**config.mk**
```make
export PLATFORM = sky130hd
export DESIGN_NAME = freq_div_ctrl
export DESIGN_NICKNAME = d
export VERILOG_FILES = /design/src/rtl/freq_div_pkg.sv /design/src/rtl/div_counter.sv /design/src/rtl/freq_div_ctrl.sv
export SDC_FILE = /design/constraint.sdc
export NUM_CORES = 1
export LEC_CHECK = 0
export CORE_UTILIZATION = 55
export CTS_BUF_LIST = sky130_fd_sc_hd__clkbuf_2
export DETAILED_ROUTE_END_ITERATION = 8
export DONT_BUFFER_PORTS = 1
export GPL_TIMING_DRIVEN = 0
export PLACE_DENSITY = 0.78
export SLEW_MARGIN = 40
export SYNTH_ARGS = -nofsm -noshare
export SYNTH_HDL_FRONTEND = slang
export SYNTH_SLANG_ARGS = --single-unit
```
**constraint.sdc**
```tcl
create_clock -name clk -period 6.19 [get_ports clk]
set_clock_uncertainty 0.05 [all_clocks]
set_input_delay 1.238 -clock clk [delete_from_list [all_inputs] [get_ports clk]]
set_output_delay 1.238 -clock clk [all_outputs]
set_load 0.05 [all_outputs]
```
**src/rtl/freq_div_pkg.sv**
```systemverilog
// Shared defaults and state encoding for the clock-divider controller.
package freq_div_pkg;

    localparam int DIV_W_DEF   = 8;
    localparam int DEF_DIV_DEF = 5;

    typedef enum logic [1:0] {
        ST_OFF  = 2'd0,
        ST_RUN  = 2'd1,
        ST_PEND = 2'd2,
        ST_STOP = 2'd3
    } state_e;

endpackage

```
**src/rtl/div_counter.sv**
```systemverilog
// Modulo-N phase counter: counts 0..div-1 while run is high, clr forces 0.
module div_counter #(
    parameter int W = 8
) (
    input  logic         clk,
    input  logic         rst,
    input  logic         clr,
    input  logic         run,
    input  logic [W-1:0] div,
    output logic [W-1:0] count,
    output logic         tc
);

    logic [W-1:0] count_d, count_q;

    // div >= 2 is guaranteed by the controller, so div-1 never wraps
    assign tc    = run && (count_q == div - W'(1));
    assign count = count_q;

    always_comb begin
        count_d = count_q;
        if (clr)
            count_d = '0;
        else if (run)
            count_d = tc ? '0 : count_q + W'(1);
    end

    always_ff @(posedge clk) begin
        if (rst)
            count_q <= '0;
        else
            count_q <= count_d;
    end

endmodule

```
**src/rtl/freq_div_ctrl.sv**
```systemverilog
// Programmable 50%-duty clock divider with glitch-free divisor updates and
// a drain-to-low shutdown so div_out never produces a runt phase.
module freq_div_ctrl
    import freq_div_pkg::*;
#(
    parameter int DIV_W   = DIV_W_DEF,
    parameter int DEF_DIV = DEF_DIV_DEF
) (
    input  logic             clk,
    input  logic             rst,
    input  logic             en,
    input  logic             cfg_valid,
    input  logic [DIV_W-1:0] cfg_div,
    output logic             cfg_ready,
    output logic             cfg_err,
    output logic             div_out,
    output logic             tick,
    output logic             active
);

    state_e             state_d, state_q;
    logic [DIV_W-1:0]   div_d, div_q;
    logic [DIV_W-1:0]   pend_d, pend_q;
    logic               div_out_d, div_out_q;
    logic               tick_d, tick_q;
    logic               cfg_err_d, cfg_err_q;

    logic [DIV_W-1:0]   count;
    logic               tc;
    logic               running;
    logic               hs, hs_ok;
    logic               fall_now, at_zero;

    assign running   = (state_q != ST_OFF);
    assign cfg_ready = (state_q == ST_OFF) || (state_q == ST_RUN);
    assign active    = running;
    assign div_out   = div_out_q;
    assign tick      = tick_q;
    assign cfg_err   = cfg_err_q;

    assign hs       = cfg_valid && cfg_ready;
    assign hs_ok    = hs && (cfg_div >= DIV_W'(2));
    assign fall_now = tc && div_out_q;
    assign at_zero  = !div_out_q && (count == '0);

    div_counter #(.W(DIV_W)) u_cnt (
        .clk   (clk),
        .rst   (rst),
        .clr   (!running),
        .run   (running),
        .div   (div_q),
        .count (count),
        .tc    (tc)
    );

    always_comb begin
        state_d   = state_q;
        div_d     = div_q;
        pend_d    = pend_q;
        cfg_err_d = hs && !hs_ok;
        // tick reports every toggle, including the final fall into OFF
        tick_d    = tc;
        div_out_d = div_out_q ^ tc;

        case (state_q)
            ST_OFF: begin
                if (hs_ok)
                    div_d = cfg_div;
                if (en)
                    state_d = ST_RUN;
            end
            ST_RUN: begin
                if (!en && (fall_now || at_zero)) begin
                    // already at (or landing on) the low boundary: stop now
                    state_d = ST_OFF;
                    if (hs_ok)
                        div_d = cfg_div;
                end else if (hs_ok) begin
                    pend_d  = cfg_div;
                    state_d = ST_PEND;
                end else if (!en) begin
                    state_d = ST_STOP;
                end
            end
            ST_PEND: begin
                if (fall_now) begin
                    div_d   = pend_q;
                    state_d = en ? ST_RUN : ST_OFF;
                end
            end
            ST_STOP: begin
                if (en)
                    state_d = ST_RUN;
                else if (fall_now)
                    state_d = ST_OFF;
            end
            default: state_d = ST_OFF;
        endcase
    end

    always_ff @(posedge clk) begin
        if (rst) begin
            state_q   <= ST_OFF;
            div_q     <= DIV_W'(DEF_DIV);
            pend_q    <= '0;
            div_out_q <= 1'b0;
            tick_q    <= 1'b0;
            cfg_err_q <= 1'b0;
        end else begin
            state_q   <= state_d;
            div_q     <= div_d;
            pend_q    <= pend_d;
            div_out_q <= div_out_d;
            tick_q    <= tick_d;
            cfg_err_q <= cfg_err_d;
        end
    end

endmodule

```
## Yosys cells after proc, flatten, opt, wreduce, memory -nomap -nowiden

Cells that the tools add are included.

- Add/sub/neg operators: 2
- Multipliers: 0
- Divide/modulo/power cells: 0
- $lt $le $gt $ge: 1
- Equal/unequal tests: 9
- Shifts and indexed selects: 0
- Mux-type cells: 13
- Bitwise logic cells: 3
- Reduce and logical (&&, ||, !) cells: 20

Operators by type and width:

| kind | number |
|---|---|
| two-way mux 8 bit | 3 |
| one-hot mux 8 bit (3 select lines) | 1 |
| two-way mux 2 bit | 7 |
| adder 8 x 1 -> 8 bit, second input constant | 1 |
| == test 8 bit | 1 |
| greater-or-equal comparator 8 x 2 -> 1 bit, second input constant | 1 |
| logical NOT 8 bit | 1 |
| one-hot mux 2 bit (4 select lines) | 1 |
| subtractor 8 x 1 -> 8 bit, second input constant | 1 |
| logical AND 1 bit | 7 |
| AND reduction 3 bit | 2 |
| == test 2 bit, second input constant | 2 |
| != test 2 bit, second input constant | 2 |
| != test 4 x 3 -> 1 bit, second input constant | 1 |
| AND reduction 4 bit | 1 |
| logical NOT 1 bit | 3 |
| != test 3 bit, second input constant | 1 |
| nonzero test 3 bit | 1 |
| OR reduction 3 bit | 1 |
| == test 2 x 1 -> 1 bit, second input constant | 1 |
| logical NOT 2 bit | 1 |
| logical OR 1 bit | 2 |
| != test 2 x 1 -> 1 bit, second input constant | 1 |
| NOT 1 bit | 2 |
| 3 further kinds | 3 |

- Bits in registers: 29
- Bits in latches: 0
- Memory bits (writable): 0
- ROM bits: 0
- Input port bits: 12
- Output and inout bits: 5
- Word-level logic and storage cells: 55
- Memories kept: 0

## Longest topological paths before layout

- Depth in word-level cells: 8
- Mapped depth: 14
- Gate-level depth less buffers: 12

## By module

A second synthesis with hierarchy kept.

- Cells, all modules: 192
- Area total of the unflattened synthesis: 1750.4 sq um

Modules (own cells, without submodules):

| module | instances | cells each | area an instance (sq um) | seq. area each (sq um) |
|---|---|---|---|---|
| freq_div_ctrl | 1 | 120 | 1128.6 | 420.4 |
| div_counter | 1 | 72 | 621.8 | 160.2 |

## Least setup slack after synthesis

No wires, ideal clock.

- Path kind: register to register
- Start: register div_q[0]
- End: register div_q[1]
- Library setup time: 0.134 ns
- Data arrival time: 2.751 ns
- Required time: 6.006 ns
- Path slack: 3.255 ns
- Stages on the path, launching flop included: 15
- Clock period less this slack: 2.935 ns
- Cell sequence: dfxtp_1 -> inv_1 -> ha_1 -> clkbuf_1 -> o21ba_2 -> a221oi_1 -> a41oi_1 -> or2_2 -> nor2_1 -> ha_1 -> a31oi_1 -> nor2b_1 -> buf_1 -> a31o_2 -> a211oi_1

- Cells in the longest elaborated chain, start to end: 8

Ends and longest elaborated chain:

| element | RTL line | RTL |
|---|---|---|
| start: declaration | freq_div_ctrl.sv:22 | `logic [DIV_W-1:0] div_d, div_q;` |
| start signal: assignment | freq_div_ctrl.sv:104 | `div_q <= DIV_W'(DEF_DIV);` |
| start signal: assignment | freq_div_ctrl.sv:111 | `div_q <= div_d;` |
| subtractor 8 x 1 -> 8 bit (*) | div_counter.sv:17 | `assign tc = run && (count_q == div - W'(1));` |
| == test 8 bit (*) | div_counter.sv:17 |  |
| logical AND 1 bit (*) | div_counter.sv:17 |  |
| named net tc | freq_div_ctrl.sv:29 | `logic tc;` |
| logical AND 1 bit (*) | freq_div_ctrl.sv:43 | `assign fall_now = tc && div_out_q;` |
| logical OR 1 bit | freq_div_ctrl.sv:73 | `if (!en && (fall_now \|\| at_zero)) begin` |
| logical AND 1 bit | freq_div_ctrl.sv:73 |  |
| != test 2 x 1 -> 1 bit (no source line) | -- |  |
| AND reduction 3 bit (no source line) (*) | -- |  |

Mark *: on every way through the listed nets, which the timed path passes. The rest lies on a longest branch.
A chain may end at the register's enable or synchronous reset.

## Final worst setup path

- Start: register div_q[0]
- End: register div_q[7]

The elaborated chain is that of the path after synthesis.

==> results.tsv <==
metric	value	unit
p_per_area	221	nW/um^2
setup_ws	2.64	ns
sw_frac_of_total	29.8	%
ant_nets	0	
met2_usage	41.7	%
grt_max_degree	11	
fp.dieW	58.6	um
cts_max_level	2	
grt.busiest_layer	met2	
n_antenna_cell	0	
required	6.44	ns
nets	215	
setup_violations	0	
clock_latency	0.38	ns
synth.distinct_cells	46	
crit_top_cell	ha_1	
preCtsSetupSlack	2.76	ns
drt_iter0_drc	61	
path_class	reg2reg	
start_util	57.7	%
power_switching	124	uW
grt_pass1_vias	1399	
clock_sinks	29	
drive_gt1_share	11.5	%
critPathMaxFanout	8	
cp.arrival	3.81	ns
grt_pass1_wl	6.53	mm
syn_inst	192	
use_met1	33.2	%
crit_slowest_cell	dfxtp_1	
synth_flop_cell	dfxtp_1	
path_clk_slew	0.17	ns
cpLargestDelayFamily	compound AO/OA/AOI/OAI gates	
cp-end-kind	flop	
cts_tree	built	
die_area	3440	sq um
pwr-share-seq	49.8	%
grtUsageMet3	7.03	%
ys_async_sr_fraction	0	%
root_buffer	clkbuf_2	
fin_setup_tns	0	ns
syn-cell-area	1760	sq um
place.gp.congestion	0.837	
hold_viol	0	
via_per_inst	5.92	
final_max_slew_viol_count	0	
min_period	3.55	ns
synth_edf_count	0	
syn_nets	208	
cts_resized	0	
routed_wl	4.03	mm
synth-seq-cells	29	
cp_slowest_stage_delay	0.49	ns
intPower	292	uW
status	complete, no violations	
wl_per_cell	16.5	um
cts_buffer_depth	2	
pwr-share-clk	33.4	%
antenna_found_initial	0	
numPortBuffers	0	
timing.slew.headroom	60.3	%
cts_buffers	5	
syn_area_per_cell	9.18	sq um
syn_to_final_growth	6.74	%
leakage	0.691	nW
drcViolationCount	0	
vias	1445	
crit_chain	inv_1 -> ha_1 -> clkbuf_1 -> o21ba_2 -> a221oi_1 -> a41oi_1 -> or2_2 -> nor2_1 -> ha_1 -> a31oi_1 -> nor2b_1 -> buf_1 -> a311oi_1 -> a211oi_1	
drtPass1Iterations	4	
fp.dieH	58.6	um
fin_crit_sh	57.4	%
fmax	0.281	GHz
cts_hold_buf	0	
synth-warning-count	0	
globalRoute.totalOverflow	0	
cap_violations	0	
grt_usage	26.0	%
rsz0062_at_grt	false	
post-cts-setup-buffers	0	
path_buf_inv	3	
holdCritPathClass	reg2reg	
core	3050	sq um
worst_pin_slew	0.595	ns
io_pins	17	
dp_hpwl	2.99	mm
synth_seq_area_share	32.9	%
critPathLaunchType	flop	
rows	20	
ir_worst_vdd	0.000192	V
combPwrFrac	16.8	%
## cells by family after synthesis
family / Yosys count / share of synthesized area [%]
mux: 20 / 11.5
xor+xnor: 15 / 7.45
compound gates: 36 / 17.5
buf+inv: 16 / 3.55
flops: 29 / 32.9
simple gates: 72 / 24.2
fa+ha+maj: 4 / 2.84
## state kept, by name (all words and copies together), names as in the netlist
| signal | count |
|---|---|
| pend_q | 8 |
| u_cnt.count | 8 |
| div_out | 1 |
| div_q | 8 |
| state_q | 2 |
| tick | 1 |
| cfg_err | 1 |
## final timing paths
check,from,end,slack [ns],cells past startpoint
min,pend_q[5],pend_q[5],0.44,2
max reg2reg,div_q[0],div_q[7],2.64,14
max,div_q[0],div_q[7],2.64,14
min reg2reg,pend_q[5],pend_q[5],0.44,2
## synthesized netlist by cell type, types with 4 or more instances
cell type  number  area share (%)
a211oi_1        7             3.0
a21oi_1         5             1.4
a311oi_1        7             3.5
clkbuf_1        4            0.85
dfxtp_1        29              33
ha_1            4             2.8
inv_1           9             1.9
mux2i_1        18              10
nand2b_1       17             6.0
nand3_1         7             2.0
nor2_1         22             4.7
nor3_1          6             1.7
xnor2_1         7             3.5
xor2_1          8             4.0
## layout make-up
type / count / area [sq um]
Fill cell: 275 / 1170
Buffer: 7 / 28.8
Sequential cell: 29 / 581
Tap cell: 44 / 55.1
Multi-Input combinational cell: 147 / 1120
Clock inverter: 2 / 33.8
Inverter: 9 / 33.8
Clock buffer: 6 / 30.0
## routing by layer
layer  vias to the layer above  part of all wire, %
li1                        709                    -
met1                       689                   44
met2                        36                   49
met3                        11                  4.1
met4                         0                  2.2
met5                         -                    0
## cell usage in the layout, fill, tap and decap left out, types with 5 or more instances in the layout
master    count
nand3_1       7
inv_1         9
a211oi_1      7
nand2b_1     17
clkbuf_2      6
a311oi_1      7
mux2i_1      18
xnor2_1       7
xor2_1        8
a21oi_1       5
nor2_1       22
dfxtp_1      29
nor3_1        6
## worst reg2reg max path, cell delays in order (launching register included)
cell	delay (ns)
dfxtp_1	0.49
inv_1	0.08
ha_1	0.19
clkbuf_1	0.19
o21ba_2	0.25
a221oi_1	0.28
a41oi_1	0.13
or2_2	0.37
nor2_1	0.11
ha_1	0.25
a31oi_1	0.14
nor2b_1	0.14
buf_1	0.33
a311oi_1	0.19
a211oi_1	0.27
## metrics by stage
stage               std cells  total power [mW]  hold WS, ns  area (sq um)  utilization, %
floorplan                 192             0.265        0.396          1760               -
global placement          236             0.275        0.404          1820            59.5
detailed placement        236             0.280        0.422          1820            59.5
CTS                       244             0.417        0.444          1880            61.6
global route              244             0.430        0.460          1880            61.6
finish                    244             0.417        0.437          1880            61.6
## power groups by stage
| stage | sequential, mW | combinational [mW] | clock, mW |
|---|---|---|---|
| after floorplan | 0.208 | 0.0572 | 0 |
| after global placement | 0.211 | 0.0646 | 0 |
| after detailed placement | 0.211 | 0.0689 | 0 |
| after CTS | 0.207 | 0.0694 | 0.140 |
| after global routing | 0.209 | 0.0765 | 0.145 |
| final | 0.207 | 0.0701 | 0.139 |
Note: power is estimated with default switching activity, not from simulation.
